**src/rtl/control_pipe.sv**
```systemverilog
// control_pipe: decodes the ID instruction and carries its control word through EX, MEM and WB.
// Stall, flush and compare-and-branch nullification turn the EX load into a bubble; WB validity drives a retire counter.
module control_pipe #(
    parameter int CNT_W   = 32,
    parameter int NULL_EN = 1
) (
    input  logic             clk,
    input  logic             reset,
    input  logic [31:0]      instruction,
    input  logic             stall,
    input  logic             flush,
    input  logic             nullify_in,
    output logic [1:0]       ex_SRD,
    output logic [2:0]       ex_SOH_OP,
    output logic [3:0]       ex_ALU_OP,
    output logic [1:0]       ex_ID_SR,
    output logic             ex_B,
    output logic             ex_UB,
    output logic [3:0]       mem_RAM_CTRL,
    output logic             mem_L,
    output logic [1:0]       mem_PSW_LE_RE,
    output logic             wb_RF_LE,
    output logic [1:0]       wb_SRD,
    output logic             illegal,
    output logic [CNT_W-1:0] retired_cnt
);
    typedef struct packed {
        logic [1:0] srd;
        logic [2:0] soh_op;
        logic [3:0] alu_op;
        logic [1:0] id_sr;
        logic       b;
        logic       ub;
        logic [3:0] ram_ctrl;
        logic       l;
        logic [1:0] psw_le_re;
        logic       rf_le;
        logic       valid;
    } ctrl_t;

    typedef enum logic {IDLE, NULLIFY} state_t;

    localparam ctrl_t NOP = '0;

    ctrl_t      dec, ex;
    logic       unknown, dec_illegal, kill;
    logic [5:0] op, sub;
    state_t     state, state_nxt;
    logic [3:0] mem_ram_ctrl;
    logic       mem_l, mem_rf_le, mem_valid, wb_rf_le, wb_valid;
    logic [1:0] mem_psw_le_re, mem_srd, wb_srd;

    assign op  = instruction[31:26];
    assign sub = instruction[11:6];

    always_comb begin
        dec     = NOP;
        unknown = 1'b0;
        case (op)
            6'b000010: begin
                dec.rf_le = 1'b1;
                dec.id_sr = 2'b11;
                case (sub)
                    6'b011000: {dec.alu_op, dec.psw_le_re} = {4'b0000, 2'b01};
                    6'b011100: {dec.alu_op, dec.psw_le_re} = {4'b0001, 2'b11};
                    6'b101000: {dec.alu_op, dec.psw_le_re} = {4'b0000, 2'b00};
                    6'b010000: {dec.alu_op, dec.psw_le_re} = {4'b0010, 2'b01};
                    6'b010100: {dec.alu_op, dec.psw_le_re} = {4'b0011, 2'b11};
                    6'b001000: {dec.alu_op, dec.psw_le_re} = {4'b0111, 2'b00};
                    6'b001001: {dec.alu_op, dec.psw_le_re} = {4'b0101, 2'b00};
                    6'b001010: {dec.alu_op, dec.psw_le_re} = {4'b0110, 2'b00};
                    default:   unknown = 1'b1;
                endcase
            end
            6'b010010, 6'b010001, 6'b010000: begin
                dec.srd      = 2'b10;
                dec.soh_op   = 3'b010;
                dec.l        = 1'b1;
                dec.rf_le    = 1'b1;
                dec.id_sr    = 2'b10;
                dec.ram_ctrl = op == 6'b010010 ? 4'b1001 : op == 6'b010001 ? 4'b0101 : 4'b0001;
            end
            6'b011010, 6'b011001, 6'b011000: begin
                dec.srd      = 2'b11;
                dec.soh_op   = 3'b010;
                dec.id_sr    = 2'b11;
                dec.ram_ctrl = op == 6'b011010 ? 4'b1011 : op == 6'b011001 ? 4'b0111 : 4'b0011;
            end
            6'b001101: begin
                dec.srd    = 2'b10;
                dec.soh_op = 3'b010;
                dec.rf_le  = 1'b1;
                dec.id_sr  = 2'b01;
            end
            6'b001000: begin
                dec.srd    = 2'b01;
                dec.soh_op = 3'b011;
                dec.alu_op = 4'b1010;
                dec.rf_le  = 1'b1;
            end
            6'b111010: begin
                dec.srd   = 2'b01;
                dec.b     = 1'b1;
                dec.ub    = 1'b1;
                dec.rf_le = 1'b1;
            end
            6'b100000, 6'b100010: begin
                dec.srd    = 2'b11;
                dec.b      = 1'b1;
                dec.alu_op = 4'b0010;
                dec.id_sr  = 2'b11;
            end
            6'b101101, 6'b100101: begin
                dec.srd       = 2'b10;
                dec.psw_le_re = 2'b01;
                dec.soh_op    = 3'b001;
                dec.rf_le     = 1'b1;
                dec.id_sr     = 2'b01;
                dec.alu_op    = op == 6'b100101 ? 4'b0010 : 4'b0000;
            end
            default: unknown = 1'b1;
        endcase
        // The all-zero word is the canonical NOP and must not be treated as an unknown opcode.
        if (unknown || instruction == '0) dec = NOP;
        else dec.valid = 1'b1;
    end

    assign dec_illegal = unknown && instruction != '0;

    always_ff @(posedge clk or posedge reset) begin
        if (reset) state <= IDLE;
        else state <= state_nxt;
    end

    always_comb begin
        state_nxt = state;
        case (state)
            IDLE:    state_nxt = (NULL_EN != 0 && ex.b && !ex.ub && nullify_in) ? NULLIFY : IDLE;
            NULLIFY: state_nxt = (flush || !stall) ? IDLE : NULLIFY;
            default: state_nxt = IDLE;
        endcase
    end

    always_comb begin
        kill = state == NULLIFY;
    end

    always_ff @(posedge clk or posedge reset) begin
        if (reset) begin
            ex            <= NOP;
            mem_ram_ctrl  <= '0;
            mem_l         <= 1'b0;
            mem_psw_le_re <= '0;
            mem_rf_le     <= 1'b0;
            mem_srd       <= '0;
            mem_valid     <= 1'b0;
            wb_rf_le      <= 1'b0;
            wb_srd        <= '0;
            wb_valid      <= 1'b0;
            illegal       <= 1'b0;
            retired_cnt   <= '0;
        end else begin
            ex            <= (flush || stall || kill) ? NOP : dec;
            mem_ram_ctrl  <= ex.ram_ctrl;
            mem_l         <= ex.l;
            mem_psw_le_re <= ex.psw_le_re;
            mem_rf_le     <= ex.rf_le;
            mem_srd       <= ex.srd;
            mem_valid     <= ex.valid;
            wb_rf_le      <= mem_rf_le;
            wb_srd        <= mem_srd;
            wb_valid      <= mem_valid;
            if (dec_illegal) illegal <= 1'b1;
            if (wb_valid) retired_cnt <= retired_cnt + CNT_W'(1);
        end
    end

    assign ex_SRD        = ex.srd;
    assign ex_SOH_OP     = ex.soh_op;
    assign ex_ALU_OP     = ex.alu_op;
    assign ex_ID_SR      = ex.id_sr;
    assign ex_B          = ex.b;
    assign ex_UB         = ex.ub;
    assign mem_RAM_CTRL  = mem_ram_ctrl;
    assign mem_L         = mem_l;
    assign mem_PSW_LE_RE = mem_psw_le_re;
    assign wb_RF_LE      = wb_rf_le;
    assign wb_SRD        = wb_srd;
endmodule

```
**config.mk**
```make
export PLATFORM = sky130hd
export DESIGN_NAME = control_pipe
export DESIGN_NICKNAME = d
export VERILOG_FILES = /design/src/rtl/control_pipe.sv
export SDC_FILE = /design/constraint.sdc
export NUM_CORES = 1
export LEC_CHECK = 0
export CORE_ASPECT_RATIO = 1.75
export CORE_MARGIN = 5
export CORE_UTILIZATION = 50
export CTS_CLUSTER_DIAMETER = 30
export DETAILED_ROUTE_END_ITERATION = 8
export PLACE_DENSITY = 0.95
export SYNTH_ARGS = -nofsm -noshare
export SYNTH_HDL_FRONTEND = slang
export SYNTH_SLANG_ARGS = --single-unit
```
**constraint.sdc**
```tcl
create_clock -name clk -period 5 [get_ports clk]
set_input_delay 1 -clock clk [delete_from_list [all_inputs] [get_ports clk]]
set_output_delay 1 -clock clk [all_outputs]
set_load 0.02 [all_outputs]
```
# Word level (Yosys, flattened, before mapping)
# Index checks and enable logic that the tools add are counted.
[totals]
regBits = 71
elab_cells = 99
[classes]
n_addsub = 1
eq_ne = 22
muxes = 25
n_bitwise = 1
n_reduce_logical = 27
[ops]
columns = ["operator", "count"]
rows = [
  ["6-bit by 5-bit == test with 1-bit output (second input constant)", 10],
  ["6-bit == test (second input constant)", 6],
  ["32-bit by 1-bit adder with 32-bit output (second input constant)", 1],
  ["32-bit logical NOT", 1],
  ["32-bit nonzero test", 1],
  ["6-bit by 4-bit == test with 1-bit output (second input constant)", 5],
  ["22-bit two-way mux", 1],
  ["21-bit two-way mux", 1],
  ["2-bit one-hot mux with 3 select lines", 3],
  ["3-bit one-hot mux with 6 select lines", 1],
  ["4-bit one-hot mux with 4 select lines", 1],
  ["13-bit OR reduction", 1],
  ["3-bit OR reduction", 4],
  ["6-bit OR reduction", 2],
  ["2-bit OR reduction", 5],
  ["9-bit OR reduction", 1],
  ["1-bit two-way mux", 8],
  ["4-bit two-way mux", 2],
  ["2-bit one-hot mux with 2 select lines", 2],
  ["4-bit one-hot mux with 2 select lines", 1],
  ["8-bit OR reduction", 1],
  ["7-bit OR reduction", 1],
  ["6-bit by 2-bit == test with 1-bit output (second input constant)", 1],
  ["3-bit two-way mux", 2],
  ["other kinds (7)", 14],
]

# Depth between registers and ports, before layout
# Gate-level depths: netlist of run 1.
[depth]
word_depth = 7
mapped_depth = 7
mapped_depth_nobuf = 6

# Worst setup path after synthesis of run 1
# Ideal clock, no wire load.
[synth_path]
kind = "input to register"
startpoint = "in instruction[28]"
endpoint = "reg ex (netlist bit ex_ALU_OP[1])"
setup_ns = 0.080
t_arrival_ns = 2.109
required_time_ns = 4.920
path_slack_ns = 2.811
stages = 5
path_buffers = 1
path_cell_list = "buf_2 -> nor2_2 -> nand4b_1 -> or4_1 -> a21oi_1"
[synth_via]
elab_chain_len = 6
word_cells_on_any_way = 24
[synth_lines]
columns = ["item", "line_no", "rtl"]
rows = [
  ["from (decl)", "9", "input logic [31:0] instruction,"],
  ["6-bit by 5-bit == test with 1-bit output (tied with other cells)", "59", "case (op)"],
  ["13-bit OR reduction (no line)", "-", ""],
  ["1-bit one-hot mux with 2 select lines", "59", ""],
  ["1-bit logical OR", "124", "if (unknown || instruction == '0) dec = NOP;"],
  ["21-bit two-way mux *", "124", ""],
  ["22-bit two-way mux *", "163", "ex <= (flush || stall || kill) ? NOP : dec;"],
  ["to (signal assigned)", "163", ""],
  ["to (decl)", "45", "ctrl_t dec, ex;"],
]
# Mark *: on every way between the ends. The rest lies on a longest branch, timed or not.
# A chain may end at the register's enable or synchronous reset.

# Final worst setup path of run 1
[layout_path]
startpoint = "in instruction[29]"
endpoint = "reg ex (netlist bit ex_SOH_OP[1])"
[layout_via]
elab_chain_len = 6
word_cells_on_any_way = 23
[layout_lines]
columns = ["item", "line_no"]
rows = [
  ["6-bit by 5-bit == test with 1-bit output (tied with other cells)", "59"],
  ["13-bit OR reduction (no line)", "-"],
  ["1-bit one-hot mux with 2 select lines", "59"],
  ["1-bit logical OR", "124"],
  ["21-bit two-way mux *", "124"],
  ["22-bit two-way mux *", "163"],
]
# Marked as above.

==> results.md, run 1 <==
* Outcome: finished, final reports clean
* Startpoint types: input port
* Port Buffers at 91
* Slew @ Worst Pin at 742 ps
* Wire per inst at 16.1 um
* Commonest cells after routing, fill and taps aside: clkdlybuf4s50_1 (91), dfrtp_1 (70), nor2_1 (25), nand2_1 (22), xnor2_1 (20)
* Core Footprint at slightly above 6000 sq um
* Ant. Diodes at 0
* Syn Inst Count at around 300
* RePlAce Congestion at about 0.89
* Slew headroom at 0.501
* Synthesized area at approximately 3200 sq um
* Tmin final at between 2000 and 3000 ps
* H-tree Lvls at 3
* F_max at approximately 350 MHz
* Antenna viol nets, final at 0
* Layout cell share with drive strength beyond 1 at 0.0921
* Hpwl dp at 5.68 mm
* Main synth FF type: dfrtp_1
* Pre-CTS WS at 1830 ps
* CP Class: input port to flop
* FP Rows at 38
* Setup WS post-layout at about 2200 ps
* Initial DRT Pass Iterations at 5
* Pleak at 1.89 nW
* Final period utilization at 0.567
* Worst-skew pair later-pin latency at 340 ps
* Post-cts resize count at 0
* CTS clk-pin slew, worst paths at roughly 70 ps
* Syn Nets at between 300 and 400
* Final Max Slew Viols at 0
* Largest net degree at the start of global routing at 39
* CP endpoint kind: flop
* Hold Buf Count CTS at 0
* CTS tree: built
* Ys async rst share at 1.00
* Worst-case clock skew at around 9.8 ps
* Worst-path cell with the longest stage delay: clkdlybuf4s50_1
* Final TNS setup at 0 ps
* Syn avg cell area at roughly 11 sq um
* Slowest Stage Delay on Critical Path at around 860 ps
* Via density per instance at around 5.4
* Syn. warnings at 0
* Grt ovf at 0
* Initial antenna violation count at 0
* Root buf cell: clkbuf_8
* Setup violations, final at 0
* Distinct cells, synth at 53
* Chip height at about 120 um
* Commonest non-fill, non-tap cell in the layout: clkdlybuf4s50_1
* Starting Density at 0.515
* Sequential fraction of the synthesis area at 0.551
* Unrepaired setup endpoints after global routing: false
* CP arrival at ~3100 ps
* Critical-path maximum fanout at 19
* DP Area at just over 4000 sq um
* CTS Sinks at 70
* Gr usage total at 0.191
* Die area at roughly 8100 sq um
* PwrDens at about 290 nW/um^2
* DRT iter0 DRCs at about 130
* # DRC at 0
* Number of global-route vias before repair at ~2500
* Max-cap violations at 0
* Cell breakdown of the critical path: clkdlybuf4s50_1 -> o211ai_1 -> or3_1 -> o41ai_1 -> o211ai_2 -> nor3_1
* Area Overhead vs Synth at 34.7%
* CP Data Required Time at between 5000 and 6000 ps
* TritonCTS buffer count at 9
* Setup repair bufs after CTS at 0
* Nets at between 400 and 500
* Clk buf depth at 2
* Maximum VDD drop at roughly 240 uV
* Horiz. Die Dim at roughly 70 um
* Flops & latches, synth at 70
* Routed vias at ~2500
* Num ports at 93
* First-pass GRT wire length at around 12 mm
* Final wirelength at approximately 7.4 mm
* Final hold viol count at 0
* Post-synth EDFFs at 0
* Design area at 4280 sq um
* Hold crit path type: flop to flop
per-stage QoR:
stage | hold WS, ps | utilization | total power [mW] | instances
floorplan | 331 | - | 0.686 | 295
global placement | 332 | 0.657 | 0.758 | 444
detailed placement | 336 | 0.657 | 0.761 | 444
CTS | 351 | 0.693 | 1.25 | 460
global route | 356 | 0.693 | 1.28 | 460
finish | 351 | 0.693 | 1.23 | 460
critical path, delay by kind of cell:
kind	cells	cell delay [ps]
buf+inv	1	860
compound gates	3	610
simple gates	2	600
registers in the layout, summed over array words and instances (netlist names), 2 cells and up:
signal         cells
ex_SRD             2
ex                 9
retired_cnt       32
ex_SOH_OP          2
mem_PSW_LE_RE      2
ex_ALU_OP          4
ex_ID_SR           2
wb_SRD             2
mem_srd            2
mem_RAM_CTRL       4
worst paths after layout:
check	from	endpoint	slack, ps	cells past startpoint
setup reg to reg	retired_cnt[0]$_DFFE_PP0P_	retired_cnt[26]$_DFFE_PP0P_	3000	6
max in group asynchronous	reset	mem_PSW_LE_RE[1]$_DFF_PP0_	3010	3
setup / recovery	instruction[29]	ex_SOH_OP[1]$_DFF_PP0_	2170	6
hold reg to reg	mem_srd[1]$_DFF_PP0_	wb_SRD[1]$_DFF_PP0_	350	0
hold / removal	mem_srd[1]$_DFF_PP0_	wb_SRD[1]$_DFF_PP0_	350	0
min in group asynchronous	reset	retired_cnt[24]$_DFFE_PP0P_	1080	2
cell families (layout without fill, tap and decap cells):
| logic type | after synthesis | count (layout) | share of synthesized area |
|---|---|---|---|
| adders and majority gates | 1 | 1 | 0.00393 |
| buffers and inverters | 29 | 114 | 0.0496 |
| DFF | 70 | 70 | 0.551 |
| and+or+nand+nor | 125 | 125 | 0.227 |
| muxes | 2 | 2 | 0.00669 |
| AOI/OAI and AO/OA | 36 | 36 | 0.0751 |
| other | 1 | 1 | 0.00118 |
| xor gates and xnor gates | 31 | 31 | 0.0854 |
cells in the mapped netlist (3+ instances only):
master,count,area (sq um)
clkbuf_1,5,18.8
nand3_1,15,75.1
and4_1,3,26.3
and4_2,3,30.0
buf_4,11,82.6
xnor2_1,20,175
nor2_1,25,93.8
buf_2,6,30.0
nor3_1,11,55.1
inv_1,5,18.8
nand2_1,22,82.6
dfrtp_1,70,1750
or3_1,3,18.8
nor4_1,10,62.6
nand2b_1,6,37.5
o21a_1,3,22.5
nand4_1,5,31.3
xor2_1,11,96.3
and3_1,4,25.0
a21oi_1,15,75.1
metal layers:
layer | global-route usage | up-vias | wire length (um)
met2 | 0.357 | 113 | 4190
met4 | 0.0882 | 0 | 156
met1 | 0.189 | 1187 | 2540
li1 | - | 1181 | -
met5 | 0 | - | 0
met3 | 0.0599 | 14 | 522
area by class of cell:
cell class                 instances  area [sq um]
clock buffer                      13           179
fill                             469          1900
clock inverter                     3          40.0
timing repair buffer              92           918
tap                               80           100
multi-input combinational        196          1270
inverter                           6          22.5
sequential                        70          1750
report_power, final:
part	internal (mW)	total, mW	switching [mW]	leakage (nW)
logic	0.0719	0.148	0.0758	0.805
registers	0.582	0.601	0.0196	0.967
clock network	0.283	0.478	0.195	0.115
Note: power is estimated with default switching activity, not from simulation.
==> run 2, diff against run 1 <==
Settings changed: CORE_UTILIZATION 50 to 47, PLACE_DENSITY 0.95 to 0.9.
Clock period 5 ns to 2.8 ns, I/O delays scaled along.
==> run 2 against run 1 <==
Die area up 5.6%. Sequential share of layout area down 1.2 points. Flip-flop and latch count unchanged. Combinational power up 86%. Utilization down 2.3 points. First-iteration DRC count up 57%.
==> results.md, run 2 (synthesis results as in run 1) <==
* CTS tree: built
* Initial DRT Pass Iterations at 4
* Gr usage total at 0.194
* Final Max Slew Viols at 0
* Clock power frac at 0.416
* Core Footprint at about 6600 sq um
* Fin util at 0.670
* Layout cell share with drive strength beyond 1 at 0.105
* Nets at ~420
* Tot Pwr at 2.32 mW
* Wire per inst at roughly 17 um
* Horiz. Die Dim at around 72 um
* Post-cts resize count at 0
* CTS Sinks at 70
* Sw Share at 0.235
* Final TNS setup at 0 ps
* Setup repair bufs after CTS at 0
* Critical Path Start: instruction[28]
* Routed vias at roughly 2600
* Largest regs: retired_cnt x32, ex x9
* Gate power share at 0.119
* Hold Buf Count CTS at 0
* CP Class: input port to flop
* P_sw at roughly 540 uW
* Ant. Diodes at 0
* TritonCTS buffer count at 9
* Slew @ Worst Pin at just under 600 ps
* Tmin final at roughly 2100 ps
* Pre-CTS WS at roughly 340 ps
* Num ports at 93
* Setup WS post-layout at between 600 and 700 ps
* Chip height at 119 um
* Number of global-route vias before repair at ~2700
* Cell breakdown of the critical path: clkdlybuf4s50_1 -> buf_4 -> o41ai_1 -> o211ai_2 -> nor3_1
* First-pass GRT wire length at 12.9 mm
* Slowest Stage Delay on Critical Path at ~540 ps
* Int Pwr at ~1.8 mW
* Worst-skew pair later-pin latency at roughly 320 ps
* Die area at 8580 sq um
* DRT iter0 DRCs at approximately 200
* Largest net degree at the start of global routing at 44
* Unrepaired setup endpoints after global routing: false
* Critical-path maximum fanout at 11
* Reg2reg end: retired_cnt[26]$_DFFE_PP0P_
* Filler cells at a little under 500
* Maximum VDD drop at about 310 uV
* Max-cap violations at 0
* RePlAce Congestion at around 0.83
* CP Data Required Time at around 3000 ps
* CTS clk-pin slew, worst paths at ~50 ps
* Final period utilization at 0.760
* Clk buf depth at 2
* H-tree Lvls at 3
* R2R Path Start: retired_cnt[0]$_DFFE_PP0P_
* Pleak at between 1.5 and 2 nW
* Hold crit path type: flop to flop
* Final wirelength at approximately 7.9 mm
* Commonest non-fill, non-tap cell in the layout: clkdlybuf4s50_1
* Final hold viol count at 0
* Worst-path cell with the longest stage delay: clkdlybuf4s50_1
* CP arrival at roughly 2400 ps
* Hpwl dp at 5.95 mm
* PwrDens at 525 nW/um^2
* Grt ovf at 0
* Via density per instance at ~5.4
* Starting Density at 0.483
* Initial antenna violation count at 0
* Reg power frac at 0.465
* FP Rows at 39
* Port Buffers at 91
* Area Overhead vs Synth at 38.7%
* Crit path to: ex_ID_SR[1]$_DFF_PP0_
* Startpoint types: input port
* F_max at ~470 MHz
* R2R cell count at 6
* Setup violations, final at 0
* Antenna viol nets, final at 0
* # DRC at 0
* CP endpoint kind: flop
* Commonest cells after routing, fill and taps aside: clkdlybuf4s50_1 (91), dfrtp_1 (70), nor2_1 (25), nand2_1 (22), xnor2_1 (20)
* Number of flip-flops in the largest register at 32
* Root buf cell: clkbuf_16
* Outcome: finished, final reports clean
* Slew headroom at 0.612
* Largest register by flop count: retired_cnt
* Worst-case clock skew at approximately 6 ps
* Reg2Reg Setup Slack at roughly 850 ps
run 2: cell types whose count changed in the layout (fill, tap and decap cells not counted):
cell and delta:
clkbuf_8 -13, buf_4 +10, clkbuf_16 +9, clkbuf_1 +4, buf_12 +1, bufinv_16 -1
run 2: metal layers:
metal	part of all wire	vias up	global-route usage
li1	-	1198	-
met5	0	-	0
met4	0.028	0	0.0847
met3	0.073	19	0.0523
met2	0.55	123	0.355
met1	0.35	1216	0.200
run 2: through the flow:
step / area [sq um] / hold WS [ps] / cells
global placement: 4160 / 331 / 457
finish: 4410 / 340 / 472
floorplan: 3180 / 331 / 295
global route: 4410 / 345 / 472
CTS: 4410 / 340 / 472
detailed placement: 4160 / 335 / 457
run 2: power groups by stage:
stage               logic (mW)  clock network, mW  registers (mW)
finish                   0.276              0.964            1.08
global route             0.298               1.03            1.08
CTS                      0.279              0.977            1.08
detailed placement       0.278                  0            1.09
global placement         0.274                  0            1.09
floorplan                0.108                  0            1.12
run 2: worst min-delay path by stage:
stage / startpoint / endpoint / slack, ps / cells after the start
after floorplan: ex[4]$_DFF_PP0_ / mem_L$_DFF_PP0_ / 330 / 0
after global placement: mem_rf_le$_DFF_PP0_ / wb_RF_LE$_DFF_PP0_ / 330 / 0
after detailed placement: ex[5]$_DFF_PP0_ / mem_RAM_CTRL[0]$_DFF_PP0_ / 330 / 0
after CTS: ex[6]$_DFF_PP0_ / mem_RAM_CTRL[1]$_DFF_PP0_ / 340 / 0
after global routing: ex[6]$_DFF_PP0_ / mem_RAM_CTRL[1]$_DFF_PP0_ / 350 / 0
final: ex[6]$_DFF_PP0_ / mem_RAM_CTRL[1]$_DFF_PP0_ / 340 / 0
run 2: critical path: cells and delay by family:
kind	cells	cell delay, ps
simple gates	1	220
buf+inv	2	780
compound gates	2	800
run 2: cell type report:
type | instances | area [sq um] | area share
clock inverter | 2 | 10.0 | 0.00227
multi-input combinational | 196 | 1270 | 0.288
sequential | 70 | 1750 | 0.397
clock buffer | 13 | 240 | 0.0545
tap | 82 | 103 | 0.0233
inverter | 6 | 22.5 | 0.00510
timing repair buffer | 103 | 1010 | 0.230
